File: config.mk
export PLATFORM = sky130hd
export DESIGN_NAME = apb4_master
export DESIGN_NICKNAME = d
export VERILOG_FILES = /design/src/rtl/apb4_master_pkg.sv /design/src/rtl/apb4_master.sv
export SDC_FILE = /design/constraint.sdc
export NUM_CORES = 1
export LEC_CHECK = 0
export BUFFER_PORTS_ARGS = -buffer_cell sky130_fd_sc_hd__buf_2
export CAP_MARGIN = 5
export CORE_ASPECT_RATIO = 0.5
export CORE_MARGIN = 2
export CORE_UTILIZATION = 40
export CTS_CLUSTER_SIZE = 40
export DETAILED_ROUTE_END_ITERATION = 7
export PLACE_DENSITY_LB_ADDON = 0.08
export REMOVE_ABC_BUFFERS = 1
export SLEW_MARGIN = 20
export SYNTH_ARGS = -nofsm -noshare
export SYNTH_HDL_FRONTEND = slang
export SYNTH_SLANG_ARGS = --single-unit
export TNS_END_PERCENT = 1
File: constraint.sdc
create_clock -name clk_i -period 2.6 [get_ports clk_i]
set_input_delay 0.13 -clock clk_i [delete_from_list [all_inputs] [get_ports clk_i]]
set_output_delay 0.13 -clock clk_i [all_outputs]
set_load 0.01 [all_outputs]
File: src/rtl/apb4_master_pkg.sv
`default_nettype none
// ============================================================================
//  Module   : apb4_master_pkg
//  Purpose  : Shared types for the APB4 requester (FSM states, command record)
//  Revision : 1.0 - initial release
// ============================================================================
package apb4_master_pkg;

  // APB4 caps PADDR/PDATA at 32 bits; the command record is sized for that.
  localparam int c_AW_MAX = 32;
  localparam int c_DW_MAX = 32;
  localparam int c_SW_MAX = c_DW_MAX / 8;

  typedef enum logic [1:0] {
    IDLE   = 2'd0,
    SETUP  = 2'd1,
    ACCESS = 2'd2,
    RESP   = 2'd3
  } apb_state_e;

  typedef struct packed {
    logic [c_AW_MAX-1:0] addr;
    logic                write;
    logic [c_DW_MAX-1:0] wdata;
    logic [c_SW_MAX-1:0] strb;
    logic [2:0]          prot;
  } cmd_t;

endpackage
`default_nettype wire

File: src/rtl/apb4_master.sv
`default_nettype none
// ============================================================================
//  Module   : apb4_master
//  Purpose  : APB4 requester bridging a valid/ready command channel to APB4,
//             with a pready watchdog that aborts hung transfers
//  Revision : 1.0 - initial release
// ============================================================================
module apb4_master
  import apb4_master_pkg::*;
#(
  parameter int AW      = 32,
  parameter int DW      = 32,
  parameter int TIMEOUT = 256
) (
  input  logic            clk_i,
  input  logic            rst_i,
  // command channel
  input  logic            cmd_valid_i,
  output logic            cmd_ready_o,
  input  logic [AW-1:0]   cmd_addr_i,
  input  logic            cmd_write_i,
  input  logic [DW-1:0]   cmd_wdata_i,
  input  logic [DW/8-1:0] cmd_strb_i,
  input  logic [2:0]      cmd_prot_i,
  // response channel
  output logic            rsp_valid_o,
  input  logic            rsp_ready_i,
  output logic [DW-1:0]   rsp_rdata_o,
  output logic            rsp_err_o,
  output logic            rsp_timeout_o,
  // APB4 requester interface
  output logic [AW-1:0]   paddr_o,
  output logic [2:0]      pprot_o,
  output logic            pwrite_o,
  output logic [DW-1:0]   pwdata_o,
  output logic [DW/8-1:0] pstrb_o,
  output logic            psel_o,
  output logic            penable_o,
  input  logic            pready_i,
  input  logic [DW-1:0]   prdata_i,
  input  logic            pslverr_i
);

  localparam int c_SW = DW / 8;
  localparam int c_CW = (TIMEOUT > 0) ? $clog2(TIMEOUT + 1) : 1;
  localparam logic [c_CW-1:0] c_TMO_LAST = (TIMEOUT > 0) ? c_CW'(TIMEOUT - 1) : '0;

  if (!(DW == 8 || DW == 16 || DW == 32) || AW < 1 || AW > c_AW_MAX || TIMEOUT < 0)
  begin : g_param_check
    $error("apb4_master: unsupported AW/DW/TIMEOUT parameterisation");
  end

  apb_state_e       r_state;
  cmd_t             r_cmd;
  logic             r_psel;
  logic             r_penable;
  logic             r_rsp_valid;
  logic [DW-1:0]    r_rsp_rdata;
  logic             r_rsp_err;
  logic             r_rsp_timeout;
  logic [c_CW-1:0]  r_wait_cnt;

  cmd_t             w_cmd;
  logic             w_accept;
  logic             w_tmo_hit;

  assign cmd_ready_o = !rst_i && ((r_state == IDLE) || ((r_state == RESP) && rsp_ready_i));
  assign w_accept    = cmd_valid_i && cmd_ready_o;
  assign w_tmo_hit   = (TIMEOUT > 0) && (r_wait_cnt == c_TMO_LAST);

  // Reads carry no byte lanes, so the strobe is zeroed at capture time.
  always_comb begin
    w_cmd       = '0;
    w_cmd.addr  = c_AW_MAX'(cmd_addr_i);
    w_cmd.write = cmd_write_i;
    w_cmd.wdata = c_DW_MAX'(cmd_wdata_i);
    w_cmd.strb  = cmd_write_i ? c_SW_MAX'(cmd_strb_i) : '0;
    w_cmd.prot  = cmd_prot_i;
  end

  always_ff @(posedge clk_i) begin
    if (rst_i) begin
      r_state       <= IDLE;
      r_cmd         <= '0;
      r_psel        <= 1'b0;
      r_penable     <= 1'b0;
      r_rsp_valid   <= 1'b0;
      r_rsp_rdata   <= '0;
      r_rsp_err     <= 1'b0;
      r_rsp_timeout <= 1'b0;
      r_wait_cnt    <= '0;
    end else begin
      unique case (r_state)
        IDLE: begin
          if (w_accept) begin
            r_cmd      <= w_cmd;
            r_psel     <= 1'b1;
            r_penable  <= 1'b0;
            r_wait_cnt <= '0;
            r_state    <= SETUP;
          end
        end

        SETUP: begin
          r_penable <= 1'b1;
          r_state   <= ACCESS;
        end

        ACCESS: begin
          if (pready_i) begin
            r_psel        <= 1'b0;
            r_penable     <= 1'b0;
            r_rsp_valid   <= 1'b1;
            r_rsp_rdata   <= r_cmd.write ? '0 : prdata_i;
            r_rsp_err     <= pslverr_i;
            r_rsp_timeout <= 1'b0;
            r_state       <= RESP;
          end else if (w_tmo_hit) begin
            r_psel        <= 1'b0;
            r_penable     <= 1'b0;
            r_rsp_valid   <= 1'b1;
            r_rsp_rdata   <= '0;
            r_rsp_err     <= 1'b1;
            r_rsp_timeout <= 1'b1;
            r_state       <= RESP;
          end else if (r_wait_cnt != '1) begin
            r_wait_cnt <= r_wait_cnt + c_CW'(1);
          end
        end

        RESP: begin
          if (rsp_ready_i) begin
            r_rsp_valid <= 1'b0;
            // A command arriving with the handshake skips IDLE entirely.
            if (w_accept) begin
              r_cmd      <= w_cmd;
              r_psel     <= 1'b1;
              r_penable  <= 1'b0;
              r_wait_cnt <= '0;
              r_state    <= SETUP;
            end else begin
              r_state <= IDLE;
            end
          end
        end

        default: r_state <= IDLE;
      endcase
    end
  end

  assign paddr_o       = r_cmd.addr[AW-1:0];
  assign pprot_o       = r_cmd.prot;
  assign pwrite_o      = r_cmd.write;
  assign pwdata_o      = r_cmd.wdata[DW-1:0];
  assign pstrb_o       = r_cmd.strb[c_SW-1:0];
  assign psel_o        = r_psel;
  assign penable_o     = r_penable;
  assign rsp_valid_o   = r_rsp_valid;
  assign rsp_rdata_o   = r_rsp_rdata;
  assign rsp_err_o     = r_rsp_err;
  assign rsp_timeout_o = r_rsp_timeout;

endmodule
`default_nettype wire
==> Word level (Yosys, flattened, before mapping) <==
Cells that the tools add are included.
{ "op_classes": {"n_reduce_logical": 17, "eq_ne": 11, "n_mux": 33, "addsub": 1} }
{ "ops": {"columns": ["op", "count"], "rows": [
  ["2-to-1 mux 72 bit", 2],
  ["case mux 72 bit (2 select lines)", 1],
  ["2-to-1 mux 32 bit", 3],
  ["2-to-1 mux 9 bit", 5],
  ["case mux 9 bit (3 select lines)", 1],
  ["2-to-1 mux 1 bit", 12],
  ["inequality test 2 bit (second input constant)", 5],
  ["adder 9 x 1 -> 9 bit (second input constant)", 1],
  ["== test 9 x 8 -> 1 bit (second input constant)", 1],
  ["inequality test 9 bit (second input constant)", 1],
  ["AND reduction 3 bit", 3],
  ["2-to-1 mux 2 bit", 4],
  ["case mux 2 bit (4 select lines)", 1],
  ["AND reduction 2 bit", 3],
  ["nonzero test 2 bit", 3],
  ["AND reduction 5 bit", 1],
  ["== test 2 bit (second input constant)", 2],
  ["2-to-1 mux 4 bit", 1],
  ["case mux 1 bit (4 select lines)", 1],
  ["logical AND 1 bit", 3],
  ["inequality test 3 bit (second input constant)", 1],
  ["case mux 1 bit (3 select lines)", 1],
  ["nonzero test 3 bit", 1],
  ["== test 2 x 1 -> 1 bit (second input constant)", 1],
  ["4 further kinds", 4]
]} }
{ "totals": {"register_bits": 120} }

==> Logic depth before layout (Yosys ltp) <==
{ "logic_depth": {"ltp_word": 8, "mapped_depth": 9, "ltp_nobuf": 9} }

==> Worst setup path after synthesis <==
Ideal clock, no wire load.
{ "synth_timing": {"path_kind": "flip-flop to flip-flop", "startpoint": "register r_wait_cnt[0]", "endpoint": "register r_wait_cnt[5]", "synth_period_minus_slack_ns": 2.259, "path_slack_ns": 0.341, "arrival_time_ns": 2.189, "path_stages_with_launch": 10, "required_time_ns": 2.530, "cell_sequence": "dfxtp_1 ha_1 nand3_1 nor2_1 and3_1 ha_1 nor4b_4 nand3_2 or4_1 a21oi_1"} }
{ "synth_between": {"elab_chain_cells": 5} }
{ "synth_lines": {"columns": ["item", "line", "rtl"], "rows": [
  ["start, declared", "apb4_master.sv:61", "logic [c_CW-1:0] r_wait_cnt;"],
  ["start signal, assigned", "apb4_master.sv:127", "r_wait_cnt <= r_wait_cnt + c_CW'(1);"],
  ["adder 9 x 1 -> 9 bit", "apb4_master.sv:127", null],
  ["2-to-1 mux 9 bit", "apb4_master.sv:126", "end else if (r_wait_cnt != '1) begin"],
  ["2-to-1 mux 9 bit", "apb4_master.sv:118", "end else if (w_tmo_hit) begin"],
  ["2-to-1 mux 9 bit", "apb4_master.sv:110", "if (pready_i) begin"],
  ["case mux 9 bit (3 select lines)", "apb4_master.sv:93", "unique case (r_state)"]
]} }
Several ways; a longest one is shown, not always the timed one. The select of a mux whose other input is x is not followed.
A chain may end at the register's enable or synchronous reset.

==> Final worst setup path <==
{ "layout_timing": {"startpoint": "register r_wait_cnt[0]", "endpoint": "register r_wait_cnt[4]"} }
The elaborated chain is that of the path after synthesis.

==> flow_summary.json <==
{
  "place_ws_ns": 0.129,
  "viasPerCell": 4.86,
  "final_cell_area_mm2": 0.00732,
  "placed_cell_area_mm2": 0.00570,
  "crit_type": "register to register",
  "fillers": 901,
  "initial_core_util_pct": 40.8,
  "rr_worst_depth": 9,
  "synth_top_flop_cell": "dfxtp_1",
  "ir_drop_mv": 0.536,
  "power_mw": 6.00,
  "synth_edf_count": 0,
  "p_leak_nw": 3.27,
  "cts_buffers": 17,
  "synth_area_leaders": "dfxtp_1 (54%), nand2_1 (13%), a21oi_1 (9.5%)",
  "drive_above_1_share_pct": 31.0,
  "max_slew_margin_pct": 51.1,
  "crit_path_top_delay_cell": "nor4b_4",
  "syn_avg_cell_area_um2": 8.36,
  "avgRoutedWirePerCell_um": 13.8,
  "cp_max_fo": 5,
  "multiInputGateArea_mm2": 0.00192,
  "cts_tree": "yes",
  "arrival_ns": 2.66,
  "pin_count": 220,
  "h-tree-depth": 4,
  "fin_setup_tns_ns": 0,
  "required_ns": 2.89,
  "yosysWarnings": 0,
  "synth_top_area_share_pct": 53.7,
  "layout_common_cells": "buf_2 (218), nand2_1 (149), dfxtp_1 (120)",
  "ys_ff_latch": 120,
  "whs_ns": 0.0172,
  "synth_area_mm2": 0.00447,
  "dieArea_mm2": 0.0121,
  "whs_endpoint": "pstrb_o[1]",
  "syn_inst": 535,
  "synth_top_cell_by_area": "dfxtp_1",
  "gr-total-overflow": 0,
  "nNetsFinal": 963,
  "setup_slack_ns": 0.238,
  "rsz0062_at_grt": "no",
  "cp-end-kind": "register",
  "grt_pass1_vias": 4586,
  "worstReg2RegEnd": "r_wait_cnt[4]",
  "path_cells": "ha_2 -> nand3_1 -> nor2_1 -> and3_1 -> ha_1 -> nor4b_4 -> and3_1 -> a41oi_1 -> a311oi_1",
  "fmax_mhz": 423,
  "drtAntennaViolNets": 0,
  "drv_cap": 0,
  "drt_iter0_markers": 327,
  "cpMostUsedCell": "and3_1",
  "fp.dieW_um": 154,
  "p_per_area_mw_per_mm2": 820,
  "cpPeakStageDelay_ns": 0.37,
  "io_buffer_count": 219,
  "period_minus_slack_ns": 2.36,
  "drt-total-wl_um": 13900,
  "clk_pin_slew_ns": 0.05,
  "fp.coreArea_mm2": 0.0109,
  "hold_class": "primary input to register",
  "cp-start-kind": "register",
  "finalCritPeriodShare_pct": 90.9,
  "hold_violations": 0,
  "r2r_slack_ns": 0.24,
  "layout_commonest_cell": "buf_2",
  "vias": 4867,
  "rows": 27,
  "fin_skew_ns": 0.0131,
  "routabilityCongestion": 0.807,
  "antenna_found_initial": 0,
  "status": "finished clean",
  "setup_violations": 0,
  "diodes": 0,
  "slew_violations": 0,
  "hold_start": "cmd_strb_i[1]",
  "hold_depth": 3,
  "clock-sinks": 120,
  "yosysSeqAreaShare_pct": 53.7,
  "worst_slew_pin_slew_ns": 0.733,
  "cts-root-buf": "clkbuf_16",
  "async_flop_share_pct": 0,
  "hpwl_um": 8120,
  "regArea_mm2": 0.00240,
  "firstDrtPassIters": 5,
  "clk_latency_ns": 0.40,
  "synth_cell_types": 36,
  "grt_max_degree": 73,
  "fp.dieH_um": 78.8,
  "syn_to_final_growth_pct": 63.7,
  "grt_usage_pct": 22.4,
  "drc": 0,
  "grt_pass1_wl_um": 22000,
  "regToRegStartpoint": "r_wait_cnt[0]",
  "cts_buffer_depth": 2
}
critical path, delay by kind of cell, from the launching register on:
kind	cells	cell delay, ns
flops	1	0.34
fa+ha+maj	2	0.43
simple gates	5	1.07
compound gates	2	0.41
kinds of logic (layout without fill, tap and decap cells):
family / count (synthesis) / after routing / synth area share (%)
fa+ha+maj: 9 / 9 / 2.52
flops: 120 / 120 / 53.7
compound gates: 142 / 142 / 18.9
buf+inv: 43 / 365 / 3.92
mux: 1 / 1 / 0.224
simple gates: 220 / 220 / 20.7
repair_timing:
item,CTS,global route
buffers inserted,0,0
endpoints found under the setup margin,0,9
endpoints found under the hold margin,102,0
hold buffers,102,0
gates resized for setup,0,3
registers in the layout, indices dropped and copies added (netlist names):
name and cells:
r_wait_cnt 9, rsp_timeout_o 1, rsp_rdata_o 32, pwdata_o 32
penable_o 1, pwrite_o 1, psel_o 1, rsp_err_o 1
r_state 2, rsp_valid_o 1, paddr_o 32, pprot_o 3
pstrb_o 4
through the flow:
| stage | utilization, % | instances |
|---|---|---|
| after global routing | 66.9 | 1002 |
| after detailed placement | 52.1 | 868 |
| final | 66.9 | 1002 |
| after CTS | 66.8 | 1002 |
| after floorplan | - | 497 |
| after global placement | 52.1 | 868 |
power by group:
part	total, mW	internal, mW	switching (mW)
clock	2.33	1.50	0.829
sequential	2.17	2.06	0.113
combinational	1.50	0.637	0.860
layer usage:
| metal | vias to the layer above | GRT usage [%] | wire [um] | part of all wire [%] |
|---|---|---|---|---|
| met4 | 0 | 8.35 | 279 | 2.0 |
| met1 | 2271 | 27.3 | 5920 | 43 |
| met2 | 138 | 38.7 | 6840 | 49 |
| met3 | 22 | 5.68 | 812 | 5.9 |
| li1 | 2436 | - | - | - |
| met5 | - | 0 | 0 | 0 |
layout make-up:
cell class | count | area share, %
clock buffer | 19 | 5.91
sequential | 120 | 32.8
tap | 145 | 2.48
timing repair buffer | 328 | 30.2
multi-input combinational | 372 | 26.2
clock inverter | 13 | 2.12
inverter | 5 | 0.256
how the worst max path moves through the flow:
stage | startpoint | to | cells past startpoint
after floorplan | r_wait_cnt[0] | rsp_err_o | 8
after detailed placement | r_wait_cnt[0] | r_wait_cnt[5] | 9
after global placement | r_wait_cnt[0] | r_wait_cnt[5] | 9
after global routing | r_wait_cnt[0] | r_wait_cnt[5] | 9
final | r_wait_cnt[0] | r_wait_cnt[4] | 9
after CTS | r_wait_cnt[0] | r_wait_cnt[5] | 9
synth_stat cells (all sizes together), types with 2 or more instances:
cell and number:
and3 2, buf 7, o311ai 2, a41oi 2, nor3 2, ha 9, o21ai 9, dfxtp 120
a21oi 86, a311oi 5, nor3b 2, inv 5, a211oi 2, nor4b 2, nand3 7, clkbuf 31
a22oi 32, nor2 43, nand2 149, nor2b 3, nand4 3, nand2b 4, a21o 2
Note: power is estimated with default switching activity, not from simulation.
